`config.mk`:
```
export PLATFORM = sky130hd
export DESIGN_NAME = pipe_ctrl
export DESIGN_NICKNAME = d
export VERILOG_FILES = /design/src/rtl/pipe_ctrl.sv
export SDC_FILE = /design/constraint.sdc
export NUM_CORES = 1
export LEC_CHECK = 0
export CELL_PAD_IN_SITES_DETAIL_PLACEMENT = 2
export CELL_PAD_IN_SITES_GLOBAL_PLACEMENT = 2
export CORE_AREA = 2 2 79 81
export CTS_CLUSTER_DIAMETER = 80
export DETAILED_ROUTE_END_ITERATION = 10
export DIE_AREA = 0 0 81 83
export PLACE_DENSITY = 0.73
export SLEW_MARGIN = 20
export SYNTH_ARGS = -nofsm -noshare
export SYNTH_HDL_FRONTEND = slang
export SYNTH_SLANG_ARGS = --single-unit
```
`constraint.sdc`:
```
create_clock -name clk -period 2.1 [get_ports clk]
set_input_delay 0.42 -clock clk [delete_from_list [all_inputs] [get_ports clk]]
set_output_delay 0.42 -clock clk [all_outputs]
set_load 0.05 [all_outputs]
```
`src/rtl/pipe_ctrl.sv`:
```
// Pipeline hazard and data-memory handshake controller.
// Memory FSM stalls the whole pipe; load-use and branch rules act otherwise.
module pipe_ctrl #(
  parameter int TIMEOUT_CYC = 255,
  parameter int CNT_W       = 8
) (
  input  logic        clk,
  input  logic        rst_n,
  input  logic        readm,
  input  logic        memWrtm,
  input  logic        dmem_ack,
  input  logic        reade,
  input  logic [4:0]  rde,
  input  logic [4:0]  rs1d,
  input  logic [4:0]  rs2d,
  input  logic        pcSrce,
  output logic        dmem_req,
  output logic        dmem_err,
  output logic        enf_n,
  output logic        end_n,
  output logic        ene_n,
  output logic        enm_n,
  output logic        enw_n,
  output logic        flushd,
  output logic        flushe,
  output logic [15:0] stall_cnt
);

  typedef enum logic [1:0] {
    IDLE,
    WAIT,
    DONE,
    ERR
  } state_t;

  state_t           state;
  logic [CNT_W-1:0] cnt;
  logic             memop;
  logic             mstall;
  logic             luse;
  logic             hold;
  logic             br;
  logic             ld;

  assign memop  = readm | memWrtm;
  assign mstall = (state == IDLE && memop)
                | (state == WAIT)
                | (state == ERR);
  assign luse   = reade && (rde != 5'd0)
               && (rde == rs1d || rde == rs2d);

  always_ff @(posedge clk or negedge rst_n) begin
    if (!rst_n) begin
      state    <= IDLE;
      cnt      <= '0;
      dmem_req <= 1'b0;
      dmem_err <= 1'b0;
    end else begin
      unique case (state)
        IDLE: begin
          if (memop) begin
            state    <= WAIT;
            cnt      <= '0;
            dmem_req <= 1'b1;
          end
        end
        WAIT: begin
          // ack takes priority over an expiring timeout
          if (dmem_ack) begin
            state    <= DONE;
            dmem_req <= 1'b0;
          end else if (cnt == CNT_W'(TIMEOUT_CYC)) begin
            state    <= ERR;
            dmem_req <= 1'b0;
            dmem_err <= 1'b1;
          end else begin
            cnt <= cnt + 1'b1;
          end
        end
        DONE: state <= IDLE;
        ERR:  state <= ERR;
        default: state <= IDLE;
      endcase
    end
  end

  always_ff @(posedge clk or negedge rst_n) begin
    if (!rst_n)
      stall_cnt <= '0;
    else if (mstall && stall_cnt != 16'hFFFF)
      stall_cnt <= stall_cnt + 16'd1;
  end

  assign hold = !rst_n || mstall;
  assign br   = !hold && pcSrce;
  assign ld   = !hold && !pcSrce && luse;

  always_comb begin
    enf_n  = 1'b0;
    end_n  = 1'b0;
    ene_n  = 1'b0;
    enm_n  = 1'b0;
    enw_n  = 1'b0;
    flushd = 1'b0;
    flushe = 1'b0;
    unique case (1'b1)
      hold: begin
        enf_n = 1'b1;
        end_n = 1'b1;
        ene_n = 1'b1;
        enm_n = 1'b1;
        enw_n = 1'b1;
      end
      br: begin
        flushd = 1'b1;
        flushe = 1'b1;
      end
      ld: begin
        enf_n  = 1'b1;
        end_n  = 1'b1;
        flushe = 1'b1;
      end
      default: ;
    endcase
  end

endmodule

```
# Word-level counts from Yosys, hierarchy flattened
# Cells that the tools add are included.
[word_totals]
regBits = 28
latchBits = 0
mem_bits_rw = 0
romBits = 0
in_bits = 22
output_inout_bits = 25
word_cells = 59
mem_count = 0
[classes]
addsub = 2
n_mul = 0
div_mod_pow = 0
magnitude_cmp = 0
eq_ne = 11
n_shift = 0
n_mux = 16
bitwise_logic = 4
n_reduce_logical = 21
[ops]
columns = ["cell", "n"]
rows = [
  ["2-to-1 mux 8 bit", 3],
  ["adder 16 x 1 -> 16 bit, second input constant", 1],
  ["inequality test 16 bit, second input constant", 1],
  ["case mux 8 bit (2 select lines)", 1],
  ["equality test 5 bit", 2],
  ["adder 8 x 1 -> 8 bit, second input constant", 1],
  ["equality test 8 bit, second input constant", 1],
  ["case mux 2 bit (4 select lines)", 1],
  ["logical AND 1 bit", 7],
  ["2-to-1 mux 1 bit", 7],
  ["2-to-1 mux 2 bit", 3],
  ["inequality test 2 bit, second input constant", 3],
  ["AND reduction 3 bit", 2],
  ["nonzero test 5 bit", 1],
  ["equality test 2 bit, second input constant", 2],
  ["AND reduction 4 bit", 1],
  ["OR reduction 2 bit", 2],
  ["zero test 1 bit", 3],
  ["inequality test 3 x 2 -> 1 bit, second input constant", 1],
  ["OR 1 bit", 3],
  ["equality test 2 x 1 -> 1 bit, second input constant", 1],
  ["zero test 2 bit", 1],
  ["logical OR 1 bit", 2],
  ["case mux 1 bit (2 select lines)", 1],
  ["3 further kinds", 3],
]

# Logic depth before layout (Yosys ltp)
# Gate-level depths: netlist (run 1).
[depth]
ltp_word = 10
depth_mapped = 6
depth_no_buf = 5

# Least setup slack after synthesis (run 1)
# OpenSTA, ideal clock, no wires.
[synth_timing]
path_kind = "in2out"
start = "in rde[2]"
end = "out enf_n"
arrival_ns = 3.245
required_time_ns = 1.680
setup_slack_ns = -1.565
path_stages = 5
n_path_buf = 1
cell_sequence = "xor2_1 > nor3_1 > a22oi_1 > o311ai_0 > buf_4"
[synth_via]
elab_chain_len = 6
elab_cells_between_ends = 9
cone_classes = "eq/ne: 2; mux: 1; reduce/logical: 6"
[synth_rtl]
columns = ["item", "line", "rtl"]
rows = [
  ["start, declared", "13", "input logic [4:0] rde,"],
  ["equality test 5 bit or nonzero test 5 bit (tied branches)", "50, 49", ""],
  ["logical OR 1 bit or logical AND 1 bit (tied branches)", "50, 49", ""],
  ["logical AND 1 bit *", "50", "&& (rde == rs1d || rde == rs2d);"],
  ["logical AND 1 bit *", "96", "assign ld = !hold && !pcSrce && luse;"],
  ["OR reduction 2 bit (no source line) *", "-", ""],
  ["2-to-1 mux 1 bit *", "-", ""],
  ["end, declared", "19", "output logic enf_n,"],
]
# Mark *: on every way between the ends. The rest lies on a longest branch, timed or not.

# Final worst setup path (run 1)
[layout_timing]
start = "in rde[1]"
end = "out enf_n"
[layout_via]
elab_chain_len = 6
elab_cells_between_ends = 9
cone_classes = "eq/ne: 2; mux: 1; reduce/logical: 6"
[layout_rtl]
columns = ["item", "line", "rtl"]
rows = [
  ["equality test 5 bit or nonzero test 5 bit (tied branches)", "50, 49", ""],
  ["logical OR 1 bit or logical AND 1 bit (tied branches)", "50, 49", ""],
  ["logical AND 1 bit *", "50", ""],
  ["logical AND 1 bit *", "96", ""],
  ["OR reduction 2 bit (no source line) *", "-", ""],
  ["2-to-1 mux 1 bit *", "106", "unique case (1'b1)"],
]
# Marked as above.

==> flow_summary.yaml, run 1 <==
yosys:
  synthCells: 154
  synth_cell_type_count: 41
  yosysWarnings: 0
  netlist_area_um2: 1580
  yosysTopAreaCell: "dfrtp_1"
  avgSynthCellArea_um2: 10.3
  synth_area_leaders: "dfrtp_1 44%, xor2_1 12%, nand4_1 2.8%"
  ys_seq_elements: 28
  syn_nets: 178
  yosysTopAreaCellShare: 0.443
  yosysSeqAreaShare: 0.443
status:
  status: "complete, no violations"
route:
  vias_per_cell: 5.05
  dr.first_iter.drc_count: 59
  wl_per_cell_um: 18.5
  via_count: 1455
  ant_nets: 0
  drc_errors: 0
  drt_pre_antenna_iters: 2
  totalWireLength_mm: 5.34
global_routing:
  track_usage: 0.173
  grt_max_degree: 29
  grt_pass1_vias: 1710
  grt_overflow: 0
  antenna_found_initial: 0
  grt_pass1_wl_mm: 9.00
placed_design:
  globalplace.congestion: 0.770
  dp_hpwl_mm: 4.14
  placedCellCount: 284
  portBuffers: 46
  dp_slack_ps: -431
layout:
  fillerInstances: 635
  num_antenna_cells: 0
  layout-drive-gt1-share: 0.286
  final_cells: 288
  utilization: 0.414
  final_nets: 238
  area_growth_pct: 52.5
sta:
  maxSlewHeadroom: 0.652
  tightest_slew_ps: 521
  setup_viol: 0
  clock_skew_ps: 3.83
  finalMaxSlewViolations: 0
  period_minus_slack_ps: 2060
  finalHoldViolations: 0
  fmax_ghz: 0.486
  setup_ws_ps: 40.5
  rsz0062_at_grt: "yes"
  period_share: 0.981
setup_path:
  crit_type: "in2out"
  cp.arrival_ps: 1640
  cpLargestDelayFamily: "compound AO/OA/AOI/OAI gates"
  worstSetupEndpointType: "primary output"
  crit_path_top_delay_cell: "o311ai_4"
  path_cells: "buf_8 -> buf_6 -> xor2_1 -> nor2_1 -> a22oi_2 -> o311ai_4 -> buf_6"
  cp-start-kind: "primary input"
  required_ps: 1680
  max_stage_delay_ps: 350
  path_max_fanout: 3
  crit_path_frequent_cell: "buf_6"
  crit_buf_inv: 3
power_and_ir_drop:
  p_per_area_nw_per_um2: 453
  power.leakage_nw: 0.996
  ir_drop_v: 0.000230
clock_tree:
  clkTransAtPathRegs_ps: 100
  clk_latency_ps: 290
  cts_made_buffers: 3
  cts_tree: "built"
  post_cts_buffers: 0
  root_buffer: "clkbuf_8"
  h-tree-depth: 1
  clockBufferDepth: 2
  cts_sinks: 28
  holdBufCountCts: 0
die:
  die_w_um: 81
  core_um2: 5820
  die_h_um: 83
  io_pins: 47
  start_util: 0.272
  rows: 28
  dieArea_um2: 6720
flow_run:
  maxCapViolations: 0
hold_path:
  holdCritPathClass: "reg2reg"
-- flip-flops by register name (all words and copies together), names as in the netlist --
signal / cells
cnt: 8
stall_cnt: 16
dmem_err: 1
state: 2
dmem_req: 1
-- layout by cell type (no fill, tap or decap), types with 2 or more instances in the layout --
master / Yosys / routed
dfrtp_1: 28 / 27
clkdlybuf4s50_1: 0 / 21
xor2_1: 21 / 18
buf_4: 3 / 14
nor2_1: 10 / 10
nand2_1: 11 / 10
nand3_1: 8 / 8
nand4_1: 7 / 7
buf_6: 1 / 6
buf_12: 0 / 6
nor3_1: 7 / 5
a21oi_1: 4 / 4
a31oi_1: 4 / 4
xnor2_1: 4 / 4
clkdlybuf4s15_1: 0 / 4
clkbuf_2: 0 / 4
xor2_2: 0 / 3
nor3_2: 1 / 3
o21ai_0: 4 / 3
and3_1: 3 / 3
nor4_1: 4 / 3
clkbuf_8: 0 / 3
dlygate4sd2_1: 0 / 3
nor3b_1: 2 / 2
a21o_1: 2 / 2
mux2_2: 2 / 2
a22o_1: 2 / 2
ha_1: 2 / 2
buf_2: 2 / 2
-- final cells by class --
type,count,area [µm²],area share
clock inverter,1,30.0,0.0125
timing repair buffer,61,614,0.255
clock buffer,3,41.3,0.0171
sequential,28,702,0.291
multi-input combinational,118,921,0.382
tap,75,93.8,0.0389
inverter,2,7.51,0.00312
-- synth_stat cells --
cell      instances
dfrtp_1          28
xor2_1           21
nand2_1          11
nor2_1           10
nand3_1           8
nand4_1           7
nor3_1            7
a21oi_1           4
a31oi_1           4
nor4_1            4
o21ai_0           4
xnor2_1           4
and3_1            3
buf_4             3
a21o_1            2
a22o_1            2
and2_1            2
buf_2             2
ha_1              2
inv_1             2
mux2_2            2
nor3b_1           2
o31ai_1           2
a211o_1           1
a211oi_1          1
a22oi_1           1
a41oi_1           1
and4_2            1
buf_6             1
mux2i_1           1
nor3_2            1
nor3b_2           1
nor4_4            1
nor4b_2           1
o21ai_1           1
o21bai_4          1
o311ai_0          1
o31a_1            1
or3_1             1
or4_1             1
or4b_4            1
-- what timing repair did --
action | CTS | global route
pin swaps | 10 | 11
endpoints found under the hold margin | 0 | 0
endpoints found under the setup margin | 7 | 3
gates resized for setup | 44 | 27
-- power by group --
| part | internal [mW] | leakage [nW] | switching (mW) |
|---|---|---|---|
| sequential | 0.540 | 0.336 | 0.000514 |
| clock | 0.256 | 0.0357 | 0.191 |
| combinational | 0.0500 | 0.624 | 0.0539 |
-- cells by family after synthesis --
group                      after synthesis  share of synthesized area
muxes                                    3                     0.0206
buffers and inverters                    8                     0.0325
adders and majority gates                2                     0.0158
DFF                                     28                      0.443
AOI/OAI and AO/OA                       26                      0.118
and+or+nand+nor                         62                      0.231
xor gates and xnor gates                25                      0.139
-- metal layers --
layer  GRT usage  routed length [µm]  vias up
met2       0.313                2920       38
met5           0                   0        -
li1            -                   -      675
met1       0.198                2110      737
met3      0.0370                 242        5
met4      0.0524                  71        0
-- through the flow --
stage / setup TNS (ps) / cell area, µm² / total power [mW] / hold WS [ps]
2_1_floorplan: -112 / 1630 / 0.577 / 124
3_3_place_gp: -1040 / 2310 / 0.649 / 441
3_5_place_dp: -1420 / 2310 / 0.656 / 478
4_1_cts: -0.359 / 2390 / 1.09 / 500
5_1_grt: -11.2 / 2410 / 1.13 / 514
6_report: 0 / 2410 / 1.09 / 489
-- final timing paths --
path                                           start                   end  depth (start not counted)  slack (ps)
max in group asynchronous                      rst_n  state[1]$_DFFE_PN0P_                          2        1080
min in group asynchronous                      rst_n  dmem_req$_DFFE_PN0P_                          2         730
worst max-delay path                          rde[1]                 enf_n                          7          40
worst min-delay path            dmem_err$_DFFE_PN0P_  dmem_err$_DFFE_PN0P_                          1         490
worst min register to register  dmem_err$_DFFE_PN0P_  dmem_err$_DFFE_PN0P_                          1         490
worst max register to register    cnt[0]$_DFFE_PN0P_    cnt[3]$_DFFE_PN0P_                          6         170
No activity file was read; power rests on OpenSTA's default activity.
==> run 2: changes to the inputs <==
==> constraint.sdc (replaced) <==
create_clock -name clk -period 2.1 [get_ports clk]
set_input_delay 0.21 -clock clk [delete_from_list [all_inputs] [get_ports clk]]
set_output_delay 0.21 -clock clk [all_outputs]
set_load 0.05 [all_outputs]
==> run 2 against run 1 <==
Compared with the run above:
- critical path type unchanged
- global-route usage shrank 1.3 points
- highest routed layer unchanged
- combinational power down 5%
- largest cell class unchanged
- setup slack improved by 83 ps
- clock power fell by 34%
- wire length down 9.3%
==> flow_summary.yaml, run 2 (same netlist as run 1, synthesis figures left out) <==
setup_path:
  crit_type: "in2out"
  startpoint: "rde[4]"
  path_max_fanout: 3
  required_ps: 1890
  r2r_end: "cnt[3]$_DFFE_PN0P_"
  crit_path_end: "enf_n"
  r2r_start: "cnt[0]$_DFFE_PN0P_"
  r2r_cells: 6
  rrSetupSlack_ps: 170
  cp-start-kind: "primary input"
  cp.arrival_ps: 1770
  worstSetupEndpointType: "primary output"
clock_tree:
  cts_tree: "built"
  h-tree-depth: 1
  holdBufCountCts: 0
  clockBufferDepth: 2
  cts_made_buffers: 3
  clkTransAtPathRegs_ps: 90
  root_buffer: "clkbuf_8"
  cts_sinks: 28
  clk_latency_ps: 270
  post_cts_buffers: 0
power_and_ir_drop:
  report.power.total_mw: 0.933
  ir_drop_v: 0.000224
  power.leakage_nw: 0.946
  p_per_area_nw_per_um2: 402
sta:
  period_share: 0.941
  finalMaxSlewViolations: 0
  period_minus_slack_ps: 1980
  tightest_slew_ps: 571
  fmax_ghz: 0.506
  fin_hold_ws_ps: 491
  setup_viol: 0
  finalHoldViolations: 0
  rsz0062_at_grt: "no"
  clock_skew_ps: 2.27
  setup_ws_ps: 123
  maxSlewHeadroom: 0.617
hold_path:
  holdCritPathClass: "in2async"
route:
  drc_errors: 0
  ant_nets: 0
  dr.first_iter.drc_count: 52
  vias_per_cell: 4.96
  totalWireLength_mm: 4.85
  drt_pre_antenna_iters: 2
  via_count: 1394
  wl_per_cell_um: 17.2
placed_design:
  dp_hpwl_mm: 4.01
  dp_slack_ps: -35.9
  portBuffers: 46
  placed_cell_area_um2: 2230
  globalplace.congestion: 0.783
layout:
  reg_top3: "stall_cnt (16), cnt (8), state (2)"
  regArea_um2: 701
  fillerInstances: 645
  largest_register_ffs: 16
  final_nets: 232
  regMostFlops: "stall_cnt"
  finalInstanceArea_um2: 2320
  final_common_cell: "clkdlybuf4s50_1"
  multi_input_area_um2: 890
  num_antenna_cells: 0
  utilization: 0.399
  mostFrequentLayoutCells: "36 x clkdlybuf4s50_1, 28 x dfrtp_1, 21 x xor2_1"
  area_growth_pct: 46.9
  layout-drive-gt1-share: 0.180
die:
  dieArea_um2: 6720
  die_w_um: 81
  start_util: 0.272
  core_um2: 5820
  rows: 28
  io_pins: 47
  die_h_um: 83
flow_run:
  maxCapViolations: 0
global_routing:
  grt_overflow: 0
  antenna_found_initial: 0
  grt_pass1_wl_mm: 8.38
  track_usage: 0.160
  grt_pass1_vias: 1632
  grt_max_degree: 29
status:
  status: "complete, no violations"
==> run 2: per-layer routing <==
metal | part of all wire | wire length, µm | track usage | vias up
met5 | 0 | 0 | 0 | -
met4 | 0.011 | 55 | 0.0416 | 0
met3 | 0.040 | 194 | 0.0304 | 5
met2 | 0.53 | 2550 | 0.279 | 37
met1 | 0.42 | 2040 | 0.197 | 686
li1 | - | - | - | 666
==> run 2: what timing repair did <==
action                     CTS  global route
pin swaps                    1             0
cloned                       0             0
setup endpoints to repair    2             8
resized for setup            4             7
==> run 2: worst min path at each step <==
stage | from | endpoint | slack, ps | cells after the start
4_1_cts | dmem_err$_DFFE_PN0P_ | dmem_err$_DFFE_PN0P_ | 500 | 1
5_1_grt | dmem_err$_DFFE_PN0P_ | dmem_err$_DFFE_PN0P_ | 510 | 1
3_3_place_gp | dmem_err$_DFFE_PN0P_ | dmem_err$_DFFE_PN0P_ | 440 | 1
2_1_floorplan | rst_n | cnt[0]$_DFFE_PN0P_ | -90 | 0
3_5_place_dp | dmem_err$_DFFE_PN0P_ | dmem_err$_DFFE_PN0P_ | 480 | 1
6_report | rst_n | dmem_req$_DFFE_PN0P_ | 490 | 2
==> run 2: area by class of cell <==
class                      count  share of cell area
clock buffer                   3              0.0178
inverter                       2             0.00323
multi-input combinational    118               0.383
sequential                    28               0.302
tap                           75              0.0404
timing repair buffer          55               0.253
==> run 2: per-stage QoR <==
step	cells	setup TNS, ps
2_1_floorplan	154	0
3_3_place_gp	278	0
3_5_place_dp	278	-69.6
4_1_cts	281	0
5_1_grt	281	0
6_report	281	0
==> run 2: power breakdown <==
| group | leakage, nW | internal [mW] | switching [mW] |
|---|---|---|---|
| Sequential | 0.336 | 0.540 | 0.000532 |
| Clock | 0.0216 | 0.129 | 0.164 |
| Combinational | 0.589 | 0.0506 | 0.0486 |
| Total | 0.946 | 0.719 | 0.213 |
==> run 2: critical path, cell delays in order <==
cell             delay (ps)
clkdlybuf4s50_1         510
or4_1                   430
o21ai_0                 160
buf_4                   160
o311ai_4                110
buf_6                   180
